### src/rtl/cgb_mmcm_drp_ctrl.sv
// -----------------------------------------------------------------------------
// cgb_mmcm_drp_ctrl
// Dynamic-reconfiguration master for the clock-generation MMCM. Each accepted
// request performs one masked read-modify-write on the MMCM DRP port. The MMCM
// is held in reset for the whole burst (from the first accept until the last
// write completes), then released, and the controller waits for re-lock.
//
// Ports
//   iClk, iRst           base clock (also DRP DCLK), async active-high reset
//   iReq/oAck            request handshake; oAck is the accept pulse
//   iAddr/iData/iMask    register address, new bits, keep-mask (1 = keep)
//   iLast                marks the final register of a burst
//   oBusy                high while a burst is in flight
//   oDone/oErr           1-cycle completion / abort pulses
//   oErrCode             abort reason, held until the next accept
//   oDaddr/oDi/oDen/oDwe DRP request (all registered, aligned with oDen)
//   iDo/iDrdy            DRP response
//   oMmcmRst             MMCM reset
//   iLocked              MMCM lock, asynchronous to iClk
// -----------------------------------------------------------------------------
module cgb_mmcm_drp_ctrl #(
    parameter int pDrdyTimeout = 64,
    parameter int pLockTimeout = 1000000,
    parameter int pSyncStages  = 2
) (
    input  logic        iClk,
    input  logic        iRst,
    input  logic        iReq,
    output logic        oAck,
    input  logic [6:0]  iAddr,
    input  logic [15:0] iData,
    input  logic [15:0] iMask,
    input  logic        iLast,
    output logic        oBusy,
    output logic        oDone,
    output logic        oErr,
    output logic [1:0]  oErrCode,
    output logic [6:0]  oDaddr,
    output logic [15:0] oDi,
    input  logic [15:0] iDo,
    output logic        oDen,
    output logic        oDwe,
    input  logic        iDrdy,
    output logic        oMmcmRst,
    input  logic        iLocked
);

    localparam int cTmax = (pDrdyTimeout > pLockTimeout) ? pDrdyTimeout : pLockTimeout;
    localparam int cTw   = $clog2(cTmax + 1);

    localparam logic [1:0] cErrNone = 2'd0;
    localparam logic [1:0] cErrRd   = 2'd1;
    localparam logic [1:0] cErrWr   = 2'd2;
    localparam logic [1:0] cErrLock = 2'd3;

    typedef enum logic [3:0] {
        S_IDLE,
        S_RST_ON,
        S_RD_REQ,
        S_RD_WAIT,
        S_WR_REQ,
        S_WR_WAIT,
        S_NEXT,
        S_REL,
        S_LOCK_WAIT,
        S_DONE,
        S_ERR
    } state_t;

    state_t                 state_q, state_d;
    logic [6:0]             addr_q, addr_d;
    logic [15:0]            data_q, data_d;
    logic [15:0]            mask_q, mask_d;
    logic                   last_q, last_d;
    logic [15:0]            rmw_q, rmw_d;
    logic [cTw-1:0]         timer_q, timer_d;
    logic [1:0]             code_q, code_d;
    logic [pSyncStages-1:0] sync_q;
    logic                   wLockS;

    // Registered output stage, computed from the next state so every DRP
    // field is valid in exactly the cycle its state is active.
    logic        den_q, den_d;
    logic        dwe_q, dwe_d;
    logic [6:0]  daddr_q, daddr_d;
    logic [15:0] di_q, di_d;
    logic        mrst_q, mrst_d;
    logic        busy_q, busy_d;
    logic        done_q, done_d;
    logic        err_q, err_d;
    logic        ack;

    assign wLockS = sync_q[pSyncStages-1];

    always_comb begin
        state_d = state_q;
        addr_d  = addr_q;
        data_d  = data_q;
        mask_d  = mask_q;
        last_d  = last_q;
        rmw_d   = rmw_q;
        code_d  = code_q;
        ack     = 1'b0;
        // Saturate rather than wrap so a stuck wait can never alias to a
        // fresh count.
        timer_d = (&timer_q) ? timer_q : timer_q + 1'b1;

        case (state_q)
            S_IDLE: begin
                ack = iReq;
                if (iReq) begin
                    addr_d  = iAddr;
                    data_d  = iData;
                    mask_d  = iMask;
                    last_d  = iLast;
                    code_d  = cErrNone;
                    state_d = S_RST_ON;
                end
            end
            S_RST_ON: state_d = S_RD_REQ;
            S_RD_REQ: begin
                timer_d = '0;
                state_d = S_RD_WAIT;
            end
            S_RD_WAIT: begin
                // A response in the final wait cycle still wins.
                if (iDrdy) begin
                    rmw_d   = (iDo & mask_q) | (data_q & ~mask_q);
                    state_d = S_WR_REQ;
                end else if (timer_q >= cTw'(pDrdyTimeout - 1)) begin
                    code_d  = cErrRd;
                    state_d = S_ERR;
                end
            end
            S_WR_REQ: begin
                timer_d = '0;
                state_d = S_WR_WAIT;
            end
            S_WR_WAIT: begin
                if (iDrdy) begin
                    state_d = last_q ? S_REL : S_NEXT;
                end else if (timer_q >= cTw'(pDrdyTimeout - 1)) begin
                    code_d  = cErrWr;
                    state_d = S_ERR;
                end
            end
            S_NEXT: begin
                // MMCM stays in reset; the next register goes straight to read.
                ack = iReq;
                if (iReq) begin
                    addr_d  = iAddr;
                    data_d  = iData;
                    mask_d  = iMask;
                    last_d  = iLast;
                    state_d = S_RD_REQ;
                end
            end
            S_REL: begin
                timer_d = '0;
                state_d = S_LOCK_WAIT;
            end
            S_LOCK_WAIT: begin
                if (wLockS) begin
                    state_d = S_DONE;
                end else if (timer_q >= cTw'(pLockTimeout - 1)) begin
                    code_d  = cErrLock;
                    state_d = S_ERR;
                end
            end
            S_DONE:  state_d = S_IDLE;
            S_ERR:   state_d = S_IDLE;
            default: state_d = S_IDLE;
        endcase

        den_d   = (state_d == S_RD_REQ) || (state_d == S_WR_REQ);
        dwe_d   = (state_d == S_WR_REQ);
        daddr_d = den_d ? addr_d : '0;
        di_d    = dwe_d ? rmw_d : '0;
        mrst_d  = (state_d == S_RST_ON)  || (state_d == S_RD_REQ)  ||
                  (state_d == S_RD_WAIT) || (state_d == S_WR_REQ)  ||
                  (state_d == S_WR_WAIT) || (state_d == S_NEXT);
        busy_d  = (state_d != S_IDLE) && (state_d != S_DONE) && (state_d != S_ERR);
        done_d  = (state_d == S_DONE);
        err_d   = (state_d == S_ERR);
    end

    always_ff @(posedge iClk or posedge iRst) begin
        if (iRst) begin
            state_q <= S_IDLE;
            addr_q  <= '0;
            data_q  <= '0;
            mask_q  <= '0;
            last_q  <= 1'b0;
            rmw_q   <= '0;
            timer_q <= '0;
            code_q  <= '0;
            sync_q  <= '0;
            den_q   <= 1'b0;
            dwe_q   <= 1'b0;
            daddr_q <= '0;
            di_q    <= '0;
            mrst_q  <= 1'b0;
            busy_q  <= 1'b0;
            done_q  <= 1'b0;
            err_q   <= 1'b0;
        end else begin
            state_q <= state_d;
            addr_q  <= addr_d;
            data_q  <= data_d;
            mask_q  <= mask_d;
            last_q  <= last_d;
            rmw_q   <= rmw_d;
            timer_q <= timer_d;
            code_q  <= code_d;
            sync_q  <= {sync_q[pSyncStages-2:0], iLocked};
            den_q   <= den_d;
            dwe_q   <= dwe_d;
            daddr_q <= daddr_d;
            di_q    <= di_d;
            mrst_q  <= mrst_d;
            busy_q  <= busy_d;
            done_q  <= done_d;
            err_q   <= err_d;
        end
    end

    // The accept strobe is combinational; mask it so reset forces it low too.
    assign oAck     = ack & ~iRst;
    assign oBusy    = busy_q;
    assign oDone    = done_q;
    assign oErr     = err_q;
    assign oErrCode = code_q;
    assign oDaddr   = daddr_q;
    assign oDi      = di_q;
    assign oDen     = den_q;
    assign oDwe     = dwe_q;
    assign oMmcmRst = mrst_q;

endmodule

### config.mk
export PLATFORM = sky130hd
export DESIGN_NAME = cgb_mmcm_drp_ctrl
export DESIGN_NICKNAME = d
export VERILOG_FILES = /design/src/rtl/cgb_mmcm_drp_ctrl.sv
export SDC_FILE = /design/constraint.sdc
export NUM_CORES = 1
export LEC_CHECK = 0
export BUFFER_PORTS_ARGS = -buffer_cell sky130_fd_sc_hd__buf_2
export CORE_ASPECT_RATIO = 1.75
export CORE_MARGIN = 2
export CORE_UTILIZATION = 45
export CTS_CLUSTER_DIAMETER = 30
export DETAILED_ROUTE_END_ITERATION = 7
export GPL_ROUTABILITY_DRIVEN = 0
export PLACE_DENSITY = 0.69
export SETUP_SLACK_MARGIN = 0.15
export SLEW_MARGIN = 20
export SYNTH_ARGS = -nofsm -noshare
export SYNTH_HDL_FRONTEND = slang
export SYNTH_SLANG_ARGS = --single-unit
### constraint.sdc
create_clock -name iClk -period 3.2 [get_ports iClk]
set_clock_uncertainty 0.05 [all_clocks]
set_input_delay 0.48 -clock iClk [delete_from_list [all_inputs] [get_ports iClk]]
set_output_delay 0.48 -clock iClk [all_outputs]
set_load 0.02 [all_outputs]
==> impl_metrics.ini <==
[setup_path]
slowest_delay_ps = 860
cp_max_fo = 13
crit_path_end_kind = primary output
worstPathRequired_ps = 2670
worst-path-buf-inv = 1
rrSetupSlack_ps = 640
cp.arrival_ps = 2360
critPathLaunchType = flip-flop
cp_top_family = simple AND/OR/NAND/NOR gates
reg2reg_depth = 4
crit_slowest_cell = or4b_2
crit_type = reg -> out
timing.rr.end = mask_q[6]$_DFFE_PP0P_
path_cells = xor2_1, or4b_2, nor2_1, buf_2
reg2reg_from = state_q[2]$_DFF_PP0_

[drt]
drc = 0
vias_per_cell = 5.19
vias = 2957
dr.first_iter.drc_count = 211
totalWireLength_um = 8750
drt_pre_antenna_iters = 4
wl_per_cell_um = 15.3
ant_nets = 0

[yosys]
synth-xor-area-share_pct = 3.10
synth_compound_area_share_pct = 7.86
ys_ff_latch = 97
async_flop_share_pct = 100
yosysSeqAreaShare_pct = 57.3
synth_adder_area_share_pct = 0.296
synthCells = 352
yosys_warnings = 0
avgSynthCellArea_um2 = 12.0
synth_edf_count = 0
synth_area_um2 = 4230
synth_top_family_by_area = multiplexers
synth-main-ff-cell = dfrtp_1
synthMuxAreaShare_pct = 15.2
synth_nets = 414
netlist-cell-type-count = 53
yosys.area_share.simple_pct = 13.4

[final_layout]
drive_above_1_share_pct = 36.4
synthToLayoutAreaGrowth_pct = 20.5
fin_nets = 507
n_fill_cell = 836
stdcell_area_um2 = 5100
insertedDiodeCount = 0
final_cells = 570

[floorplanning]
rows = 46
start_util_pct = 46.6
die_h_um = 132
dieArea_um2 = 10200
coreArea_um2 = 9090
die_width_um = 77.3
ioPinCount = 93

[flow_run]
maxCapViolCount = 0

[pwr]
comb_power_share_pct = 33.7
switching_share_pct = 33.8
p_int_uw = 2890
p_total_uw = 4370
power_switching_uw = 1480
power.density_nw_per_um2 = 857
ir_drop_mv = 0.682
p_seq_share_pct = 42.9
p_clk_share_pct = 23.3
leakagePower_uw = 0.00243

[clocking]
clockRootBuffer = clkbuf_16
cts_tree = built
cts.reportedPaths.clkPinSlew_ps = 60
cts_setup_buffers = 0
cts_sinks = 97
post_cts_resize_count = 0
cts_made_buffers = 9
clock_path_buffers = 2
ctsHoldBuffers = 0
worstSkewPairLatency_ps = 340
cts_htree_levels = 3

[placement]
placement.io_buffers = 92
place_inst = 554
hpwl_um = 6350
dpl-instance-area_um2 = 4820

[global_route]
grt_first_pass_wirelength_um = 14900
grt.total_usage_pct = 18.4
overflow = 0
grt_max_degree = 62
grt_pass1_vias = 3186
antenna_found_initial = 0

[timing]
grt_setup_unrepaired = false
fin_crit_sh_pct = 90.5
slew_headroom_pct = 46.8
hold_viol_final = 0
period_needed_ps = 2890
setup-tns-final_ps = 0
finalSetupViolations = 0
fmax_ghz = 0.345
tightest_slew_ps = 796
slew_violations = 0

[worst_hold_path]
holdCritStartpoint = iLocked
hp-class = in -> reg
holdPathStages = 1
min_delay_worst_endpoint = sync_q[0]$_DFF_PP0_

[outcome]
status = finished, final reports clean
==> power by group through the flow <==
stage | Sequential [uW] | Combinational, uW | Clock, uW
after global placement | 1880 | 1430 | 0
after floorplan | 1920 | 1100 | 0
after CTS | 1880 | 1490 | 1040
after detailed placement | 1900 | 1490 | 0
after global routing | 1930 | 1610 | 1090
final | 1880 | 1470 | 1020
==> cell type report <==
type	instances	area, um^2	area share [%]
Tap cell	120	150	2.94
Clock inverter	5	38.8	0.760
Timing Repair Buffer	97	510	10.0
Clock buffer	11	243	4.76
Inverter	10	41.3	0.809
Multi-Input combinational cell	230	1690	33.1
Sequential cell	97	2430	47.6
==> cell usage after synthesis (2+ instances only) <==
master	number	area [um^2]
nor2_1	51	191
and3_1	2	12.5
mux2_2	40	450
mux2_1	2	22.5
a21boi_0	8	60.1
nand2_1	18	67.6
a211oi_2	2	25.0
mux2i_1	17	170
nand3_1	5	25.0
inv_1	10	37.5
a311oi_1	2	17.5
o21ai_0	6	30.0
a211oi_1	2	15.0
nand3b_1	2	15.0
a31oi_1	2	12.5
dfrtp_1	97	2430
or3_1	2	12.5
and4_1	2	17.5
nor2b_1	3	18.8
o21a_1	2	15.0
nand4_1	8	50.1
buf_6	3	33.8
nor3_1	10	50.1
clkbuf_1	10	37.5
a21oi_1	4	20.0
and2_1	2	12.5
xor2_1	8	70.1
xnor2_1	7	61.3
==> layout by cell type (no fill, tap or decap), drive strengths merged, types with 10 or more instances in the layout <==
cell type and instances:
mux2 42, dfrtp 97, nor2 51, nor3 10
clkbuf 11, mux2i 17, buf 97, inv 11
nand2 18
==> logic make-up after synthesis <==
kind of cell | Yosys count
AND/OR/NAND/NOR | 115
flip-flops | 97
multiplexers | 59
AO/OA/AOI/OAI | 40
buffers and inverters | 25
XOR/XNOR | 15
adder cells (fa/ha/maj) | 1
==> metrics by stage <==
step / setup slack [ps] / hold slack [ps] / util [%]
floorplan: 846 / 281 / -
global placement: 767 / 285 / 53.0
detailed placement: 685 / 294 / 53.0
CTS: 316 / 184 / 56.1
global route: 231 / 187 / 56.1
finish: 305 / 194 / 56.1
==> worst reg2reg max path, stage by stage (launching register included) <==
cell and delay (ps):
dfrtp_1 630, xor2_1 210, or4b_2 860, buf_4 340
mux2_2 350
==> how the worst max path moves through the flow <==
stage | from | endpoint | slack, ps | cells past startpoint
floorplan | state_q[1]$_DFF_PP0_ | oAck | 850 | 6
global placement | state_q[2]$_DFF_PP0_ | oAck | 770 | 4
global route | state_q[2]$_DFF_PP0_ | oAck | 230 | 4
detailed placement | state_q[2]$_DFF_PP0_ | mask_q[0]$_DFFE_PP0P_ | 680 | 4
CTS | state_q[2]$_DFF_PP0_ | oAck | 320 | 4
finish | state_q[2]$_DFF_PP0_ | oAck | 310 | 4
==> sequential cells by signal (all words and copies together) (netlist names) <==
name      flops
oDaddr        7
oDen          1
timer_q      20
oMmcmRst      1
last_q        1
oBusy         1
oErrCode      2
state_q       4
addr_q        7
data_q       16
oDone         1
oDwe          1
oDi          16
sync_q        2
oErr          1
mask_q       16
==> per-layer routing <==
| metal | up-vias | routed length (um) | global-route usage (%) |
|---|---|---|---|
| met5 | - | 0 | 0 |
| met1 | 1428 | 3450 | 21.1 |
| met4 | 0 | 221 | 8.33 |
| met2 | 95 | 4620 | 32.0 |
| li1 | 1418 | - | - |
| met3 | 16 | 455 | 4.66 |
No activity file was read; power rests on OpenSTA's default activity.
